File: src/rtl/spi_cmd_pkg.sv
// Shared types and defaults for the SPI command FIFO.
// Holds the output FSM state type and the parity helper.
package spi_cmd_pkg;

    localparam int DEF_DATA_WIDTH = 32;
    localparam int DEF_FIFO_DEPTH = 4;
    localparam int DEF_LATCH_GAP  = 2;

    // Words are zero-extended into this width; XOR is unaffected.
    localparam int PARITY_MAX_W = 1024;

    typedef enum logic [1:0] {
        ST_IDLE,
        ST_SETUP,
        ST_STROBE,
        ST_GAP
    } cmd_state_e;

    function automatic logic odd_parity(
        input logic [PARITY_MAX_W-1:0] w
    );
        return ^w;
    endfunction

endpackage

File: src/rtl/spi_cmd_fifo_if.sv
// Word-in / command-out bundle of the SPI command FIFO.
// master = receiver+sequencer side, slave = the FIFO.
interface spi_cmd_fifo_if
    import spi_cmd_pkg::*;
#(
    parameter int DATA_WIDTH = DEF_DATA_WIDTH,
    parameter int FIFO_DEPTH = DEF_FIFO_DEPTH
);

    localparam int LVL_W = $clog2(FIFO_DEPTH) + 1;

    logic [DATA_WIDTH-1:0] word_in;
    logic                  word_valid;
    logic                  sink_ready;
    logic                  status_clear;
    logic [DATA_WIDTH-1:0] cmd_data;
    logic                  latch_data;
    logic [LVL_W-1:0]      fifo_level;
    logic                  overflow;
    logic                  parity_error;

    modport master (
        output word_in,
        output word_valid,
        output sink_ready,
        output status_clear,
        input  cmd_data,
        input  latch_data,
        input  fifo_level,
        input  overflow,
        input  parity_error
    );

    modport slave (
        input  word_in,
        input  word_valid,
        input  sink_ready,
        input  status_clear,
        output cmd_data,
        output latch_data,
        output fifo_level,
        output overflow,
        output parity_error
    );

endinterface

File: src/rtl/spi_cmd_fifo_store.sv
// Word storage and wrapping pointers for the SPI command FIFO.
// Memory contents survive reset; only pointers and level clear.
module spi_cmd_fifo_store
    import spi_cmd_pkg::*;
#(
    parameter int DATA_WIDTH = DEF_DATA_WIDTH,
    parameter int FIFO_DEPTH = DEF_FIFO_DEPTH,
    localparam int PTR_W = $clog2(FIFO_DEPTH),
    localparam int LVL_W = PTR_W + 1
) (
    input  logic                  clock,
    input  logic                  reset,
    input  logic                  push,
    input  logic                  pop,
    input  logic [DATA_WIDTH-1:0] wr_data,
    output logic [DATA_WIDTH-1:0] rd_data,
    output logic [LVL_W-1:0]      level,
    output logic                  full,
    output logic                  empty
);

    logic [DATA_WIDTH-1:0] mem [FIFO_DEPTH];
    logic [PTR_W-1:0]      wr_ptr;
    logic [PTR_W-1:0]      rd_ptr;
    logic                  do_push;
    logic                  do_pop;

    assign full  = (level == LVL_W'(FIFO_DEPTH));
    assign empty = (level == '0);

    // Fullness is judged after a same-cycle pop.
    assign do_pop  = pop && !empty;
    assign do_push = push && (!full || do_pop);

    assign rd_data = mem[rd_ptr];

    always_ff @(posedge clock) begin
        if (do_push) begin
            mem[wr_ptr] <= wr_data;
        end
    end

    always_ff @(posedge clock or posedge reset) begin
        if (reset) begin
            wr_ptr <= '0;
            rd_ptr <= '0;
            level  <= '0;
        end else begin
            if (do_push) begin
                wr_ptr <= wr_ptr + PTR_W'(1);
            end
            if (do_pop) begin
                rd_ptr <= rd_ptr + PTR_W'(1);
            end
            unique case ({do_push, do_pop})
                2'b10:   level <= level + LVL_W'(1);
                2'b01:   level <= level - LVL_W'(1);
                default: level <= level;
            endcase
        end
    end

endmodule

File: src/rtl/spi_cmd_fifo.sv
// SPI command FIFO: queues received words and strobes them out.
// Define SPI_CMD_FIFO_PARITY_EN to drop odd-parity words.
module spi_cmd_fifo
    import spi_cmd_pkg::*;
#(
    parameter int DATA_WIDTH = DEF_DATA_WIDTH,
    parameter int FIFO_DEPTH = DEF_FIFO_DEPTH,
    parameter int LATCH_GAP  = DEF_LATCH_GAP
) (
    input logic           clock,
    input logic           reset,
    spi_cmd_fifo_if.slave bus
);

    localparam int LVL_W = $clog2(FIFO_DEPTH) + 1;
    localparam int GAP_W = $clog2(LATCH_GAP + 1);

    cmd_state_e            state_q;
    cmd_state_e            state_d;
    logic [GAP_W-1:0]      gap_q;
    logic [DATA_WIDTH-1:0] cmd_q;
    logic                  latch_q;
    logic                  ovf_q;
    logic                  pop;
    logic                  push;
    logic                  drop_full;
    logic [DATA_WIDTH-1:0] head;
    logic [LVL_W-1:0]      level;
    logic                  full;
    logic                  empty;

`ifdef SPI_CMD_FIFO_PARITY_EN
    logic bad_word;
    logic par_q;

    assign bad_word = odd_parity(PARITY_MAX_W'(bus.word_in));

    // A new drop wins over a same-cycle clear.
    always_ff @(posedge clock or posedge reset) begin
        if (reset) begin
            par_q <= 1'b0;
        end else begin
            par_q <= (bus.word_valid && bad_word)
                   || (par_q && !bus.status_clear);
        end
    end

    assign bus.parity_error = par_q;
`else
    localparam logic bad_word = 1'b0;

    assign bus.parity_error = 1'b0;
`endif

    assign push      = bus.word_valid && !bad_word
                     && (!full || pop);
    assign drop_full = bus.word_valid && !bad_word
                     && full && !pop;

    spi_cmd_fifo_store #(
        .DATA_WIDTH (DATA_WIDTH),
        .FIFO_DEPTH (FIFO_DEPTH)
    ) u_store (
        .clock   (clock),
        .reset   (reset),
        .push    (push),
        .pop     (pop),
        .wr_data (bus.word_in),
        .rd_data (head),
        .level   (level),
        .full    (full),
        .empty   (empty)
    );

    always_ff @(posedge clock or posedge reset) begin
        if (reset) begin
            state_q <= ST_IDLE;
        end else begin
            state_q <= state_d;
        end
    end

    // sink_ready only matters while idle.
    always_comb begin
        state_d = state_q;
        pop     = 1'b0;
        unique case (state_q)
            ST_IDLE: begin
                if (!empty && bus.sink_ready) begin
                    pop     = 1'b1;
                    state_d = ST_SETUP;
                end
            end
            ST_SETUP:  state_d = ST_STROBE;
            ST_STROBE: state_d = ST_GAP;
            ST_GAP: begin
                if (gap_q == '0) begin
                    state_d = ST_IDLE;
                end
            end
            default: state_d = ST_IDLE;
        endcase
    end

    always_ff @(posedge clock or posedge reset) begin
        if (reset) begin
            gap_q   <= '0;
            cmd_q   <= '0;
            latch_q <= 1'b0;
            ovf_q   <= 1'b0;
        end else begin
            latch_q <= (state_q == ST_SETUP);
            if (pop) begin
                cmd_q <= head;
            end
            if (state_q == ST_STROBE) begin
                gap_q <= GAP_W'(LATCH_GAP - 1);
            end else if (state_q == ST_GAP && gap_q != '0) begin
                gap_q <= gap_q - GAP_W'(1);
            end
            ovf_q <= drop_full || (ovf_q && !bus.status_clear);
        end
    end

    assign bus.cmd_data   = cmd_q;
    assign bus.latch_data = latch_q;
    assign bus.fifo_level = level;
    assign bus.overflow   = ovf_q;

endmodule

File: src/flat_wrapper.sv
// flat-port wrapper written by rule: the top's interface ports become plain ports
module spi_cmd_fifo_flat import spi_cmd_pkg::*;
#(
    parameter int DATA_WIDTH = DEF_DATA_WIDTH,
    parameter int FIFO_DEPTH = DEF_FIFO_DEPTH,
    parameter int LATCH_GAP  = DEF_LATCH_GAP
)
  (clock, reset, bus_word_in, bus_word_valid, bus_sink_ready, bus_status_clear, bus_cmd_data, bus_latch_data, bus_fifo_level, bus_overflow, bus_parity_error);
  spi_cmd_fifo_if #(.DATA_WIDTH(DATA_WIDTH), .FIFO_DEPTH(FIFO_DEPTH)) bus_i ();
  input logic clock;
  input logic reset;
  input wire logic [$bits(bus_i.word_in)-1:0] bus_word_in;
  input wire logic [$bits(bus_i.word_valid)-1:0] bus_word_valid;
  input wire logic [$bits(bus_i.sink_ready)-1:0] bus_sink_ready;
  input wire logic [$bits(bus_i.status_clear)-1:0] bus_status_clear;
  output wire logic [$bits(bus_i.cmd_data)-1:0] bus_cmd_data;
  output wire logic [$bits(bus_i.latch_data)-1:0] bus_latch_data;
  output wire logic [$bits(bus_i.fifo_level)-1:0] bus_fifo_level;
  output wire logic [$bits(bus_i.overflow)-1:0] bus_overflow;
  output wire logic [$bits(bus_i.parity_error)-1:0] bus_parity_error;
  assign bus_i.word_in = bus_word_in;
  assign bus_i.word_valid = bus_word_valid;
  assign bus_i.sink_ready = bus_sink_ready;
  assign bus_i.status_clear = bus_status_clear;
  assign bus_cmd_data = bus_i.cmd_data;
  assign bus_latch_data = bus_i.latch_data;
  assign bus_fifo_level = bus_i.fifo_level;
  assign bus_overflow = bus_i.overflow;
  assign bus_parity_error = bus_i.parity_error;
  spi_cmd_fifo #(.DATA_WIDTH(DATA_WIDTH), .FIFO_DEPTH(FIFO_DEPTH), .LATCH_GAP(LATCH_GAP)) u_core (.clock(clock), .reset(reset), .bus(bus_i));
endmodule
File: config.mk
export PLATFORM = sky130hd
export DESIGN_NAME = spi_cmd_fifo_flat
export DESIGN_NICKNAME = d
export VERILOG_FILES = /design/src/rtl/spi_cmd_pkg.sv /design/src/rtl/spi_cmd_fifo_if.sv /design/src/rtl/spi_cmd_fifo_store.sv /design/src/rtl/spi_cmd_fifo.sv /design/src/flat_wrapper.sv
export SDC_FILE = /design/constraint.sdc
export NUM_CORES = 1
export LEC_CHECK = 0
export CAP_MARGIN = 15
export CORE_MARGIN = 2
export CORE_UTILIZATION = 56
export CTS_CLUSTER_DIAMETER = 120
export CTS_CLUSTER_SIZE = 16
export DETAILED_ROUTE_END_ITERATION = 16
export DONT_BUFFER_PORTS = 1
export GPL_TIMING_DRIVEN = 0
export PLACE_DENSITY = 0.83
export SYNTH_ARGS = -nofsm -noshare
export SYNTH_HDL_FRONTEND = slang
export SYNTH_SLANG_ARGS = --single-unit
export TNS_END_PERCENT = 30
File: constraint.sdc
create_clock -name clock -period 2.38 [get_ports clock]
set_input_delay 0.238 -clock clock [delete_from_list [all_inputs] [get_ports clock]]
set_output_delay 0.238 -clock clock [all_outputs]
set_load 0.01 [all_outputs]
==> results.cfg <==
[clocking]
cts_num_sinks = 173
clockBufferDepth = 2
clk_pin_slew_ns = 0.06
cts_max_level = 4
clk_latency_ns = 0.42
numCtsBuffers = 17
cts_tree = built
clockRootBuffer = clkbuf_16

[floorplanning]
fp-row-count = 39
io_pins = 75
chipHeight_um = 113
die_w_um = 113
die_area_um2 = 12800
start_util = 0.581
core_area_um2 = 11500

[layout]
fillers = 760
multi_input_area_um2 = 1530
drive_gt1_frac = 0.180
seq_area_um2 = 4970
synthToLayoutAreaGrowth_pct = 17.9
n_antenna_cell = 0
fin_util = 0.685
finalNetCount = 479

[sta]
tightest_slew_ns = 0.886
min_period_ns = 2.27
drv_slew = 0
finalClockSkew_ns = 0.00800
setup_viol = 0
holdWs_ns = 0.108
finalCritPeriodShare = 0.954
hold_violations = 0
achievable-frequency_mhz = 440
slew_headroom = 0.409
rsz0062_at_grt = true

[detailed_routing]
drt_iter0_drc = 178
vias_per_cell = 5.54
dr.pass1.iters = 4
finalWirelength_um = 11600
wl_per_cell_um = 19.8
vias = 3254
ant_nets = 0
drc_errors = 0

[logic_synthesis]
async_flop_share = 0.260
synth.net_count = 420
dominantRegCellSynth = edfxtp_1
synth.largest_area_cell = edfxtp_1
synth.most_common_cell = edfxtp_1
synth.yosys.seq_area_share = 0.743
synth_warnings = 0
synth_top_area_share = 0.574
synthCells = 372
ys_top_cells_by_count = edfxtp_1, nand2_1, dfrtp_1, mux4_2, inv_1
synth-edff-count = 128
synth_area_um2 = 6690
syn_avg_cell_area_um2 = 18.0
synth_area_leaders = edfxtp_1, dfrtp_1, mux4_2
ys_seq_elements = 173
ys_types = 29

[global_route]
grtUsageTotal = 0.202
grt_pass1_vias = 3513
grt_max_degree = 33
grt_pass1_wl_um = 18700
antenna_found_initial = 0
gr-total-overflow = 0

[placement]
port_buffers = 0
dp_hpwl_um = 7040
gp_congestion = 0.734

[critical_path]
cp.required_ns = 2.43
critPathCaptureType = flop
crit_arrival_ns = 2.32
critPathKind = reg2reg
critPathMaxFanout = 32
startpoint_type = flop

[power_and_ir_drop]
p_per_area_nw_per_um2 = 1240
leakagePower_nw = 3.01
irDropWorstVdd_mv = 0.622

[outcome]
status = finished, final reports clean

[run]
cap_violations = 0

[min_path]
hp-class = in2reg
[area by class of cell]
class / count / share of cell area
Sequential cell: 173 / 0.630
Multi-Input combinational cell: 170 / 0.193
Clock inverter: 10 / 0.0144
Timing Repair Buffer: 40 / 0.0549
Buffer: 15 / 0.0200
Tap cell: 143 / 0.0227
Inverter: 14 / 0.00698
Clock buffer: 22 / 0.0576
[power breakdown]
part           total [mW]  internal [mW]  switching [mW]
clock                2.64           1.57            1.07
sequential           4.64           4.11           0.524
combinational        2.51           1.20            1.30
[state kept, by name (all words and copies together) (netlist names)]
register,cells
u_core.bus.overflow,1
u_core.state_q,2
u_core.u_store.mem,128
u_core.u_store.wr_ptr,2
u_core.u_store.level,3
u_core.u_store.rd_ptr,2
u_core.bus.cmd_data,32
u_core.bus.latch_data,1
u_core.gap_q,2
[layer usage]
layer / vias up / GRT usage / share of wire / wire length (um)
met5: - / 0 / 0 / 0
met4: 0 / 0.0870 / 0.023 / 266
met3: 19 / 0.0627 / 0.054 / 632
met2: 90 / 0.334 / 0.51 / 5930
met1: 1654 / 0.248 / 0.41 / 4800
li1: 1491 / - / - / -
[cell usage in the layout, fill, tap and decap left out, drive strengths merged, types with 4 or more instances in the layout]
master       Yosys  layout
dfrtp           45      45
clkinv           0       4
inv             14      15
dlygate4sd3      0      35
mux4            32      32
ha              10      10
clkbuf           2      24
edfxtp         128     128
xnor2            5       5
and2             4       4
nand2           99      99
buf             13      18
[critical path, stage by stage (launching register included)]
cell	delay, ns
dfrtp_1	0.42
inv_1	0.12
ha_4	0.18
nand2_1	0.10
a31oi_4	0.28
and2_2	0.78
[logic make-up after synthesis]
| logic type | Yosys count | share of synthesized area |
|---|---|---|
| buffers and inverters | 29 | 0.0318 |
| adders and majority gates | 11 | 0.0217 |
| DFF | 173 | 0.743 |
| muxes | 34 | 0.117 |
| other | 1 | 0.000560 |
| xor gates and xnor gates | 7 | 0.00916 |
| and+or+nand+nor | 109 | 0.0638 |
| AOI/OAI and AO/OA | 8 | 0.0131 |
[worst paths after layout]
path	from	end	slack, ns	cells after the start
max in group asynchronous	reset	u_core.bus.cmd_data[11]$_DFFE_PP0N_	1.57	3
hold reg to reg	u_core.gap_q[0]$_DFFE_PP0P_	u_core.gap_q[0]$_DFFE_PP0P_	0.53	2
setup reg to reg	u_core.state_q[1]$_DFFE_PP0P_	u_core.u_store.mem[3][13]$_DFFE_PP_	0.11	5
min in group asynchronous	reset	u_core.bus.cmd_data[5]$_DFFE_PP0N_	0.30	2
setup / recovery	u_core.state_q[1]$_DFFE_PP0P_	u_core.u_store.mem[3][13]$_DFFE_PP_	0.11	5
hold / removal	bus_word_valid	u_core.u_store.wr_ptr[0]$_DFFE_PP0P_	0.11	3
[timing repair]
item | CTS | global route
resized for setup | 2 | 1
hold endpoints to repair | 148 | 0
setup endpoints to repair | 65 | 65
hold buffers | 35 | 0
gates cloned | 0 | 0
pin swaps | 1 | 0
buffers inserted | 1 | 1
[stage by stage]
step | total power [mW] | setup TNS [ns] | worst slack [ns] | instances | instance area [um2]
after floorplan | 6.45 | 0 | 0.0926 | 372 | 6690
after global placement | 6.94 | -73.17 | -0.606 | 515 | 6870
after detailed placement | 7.12 | -2.80 | -0.150 | 518 | 6940
after CTS | 9.89 | 0 | 0.0273 | 586 | 7880
after global routing | 10.3 | -0.206 | -0.0108 | 587 | 7890
final | 9.78 | 0 | 0.108 | 587 | 7890
Power figures use the tool's default switching activity.
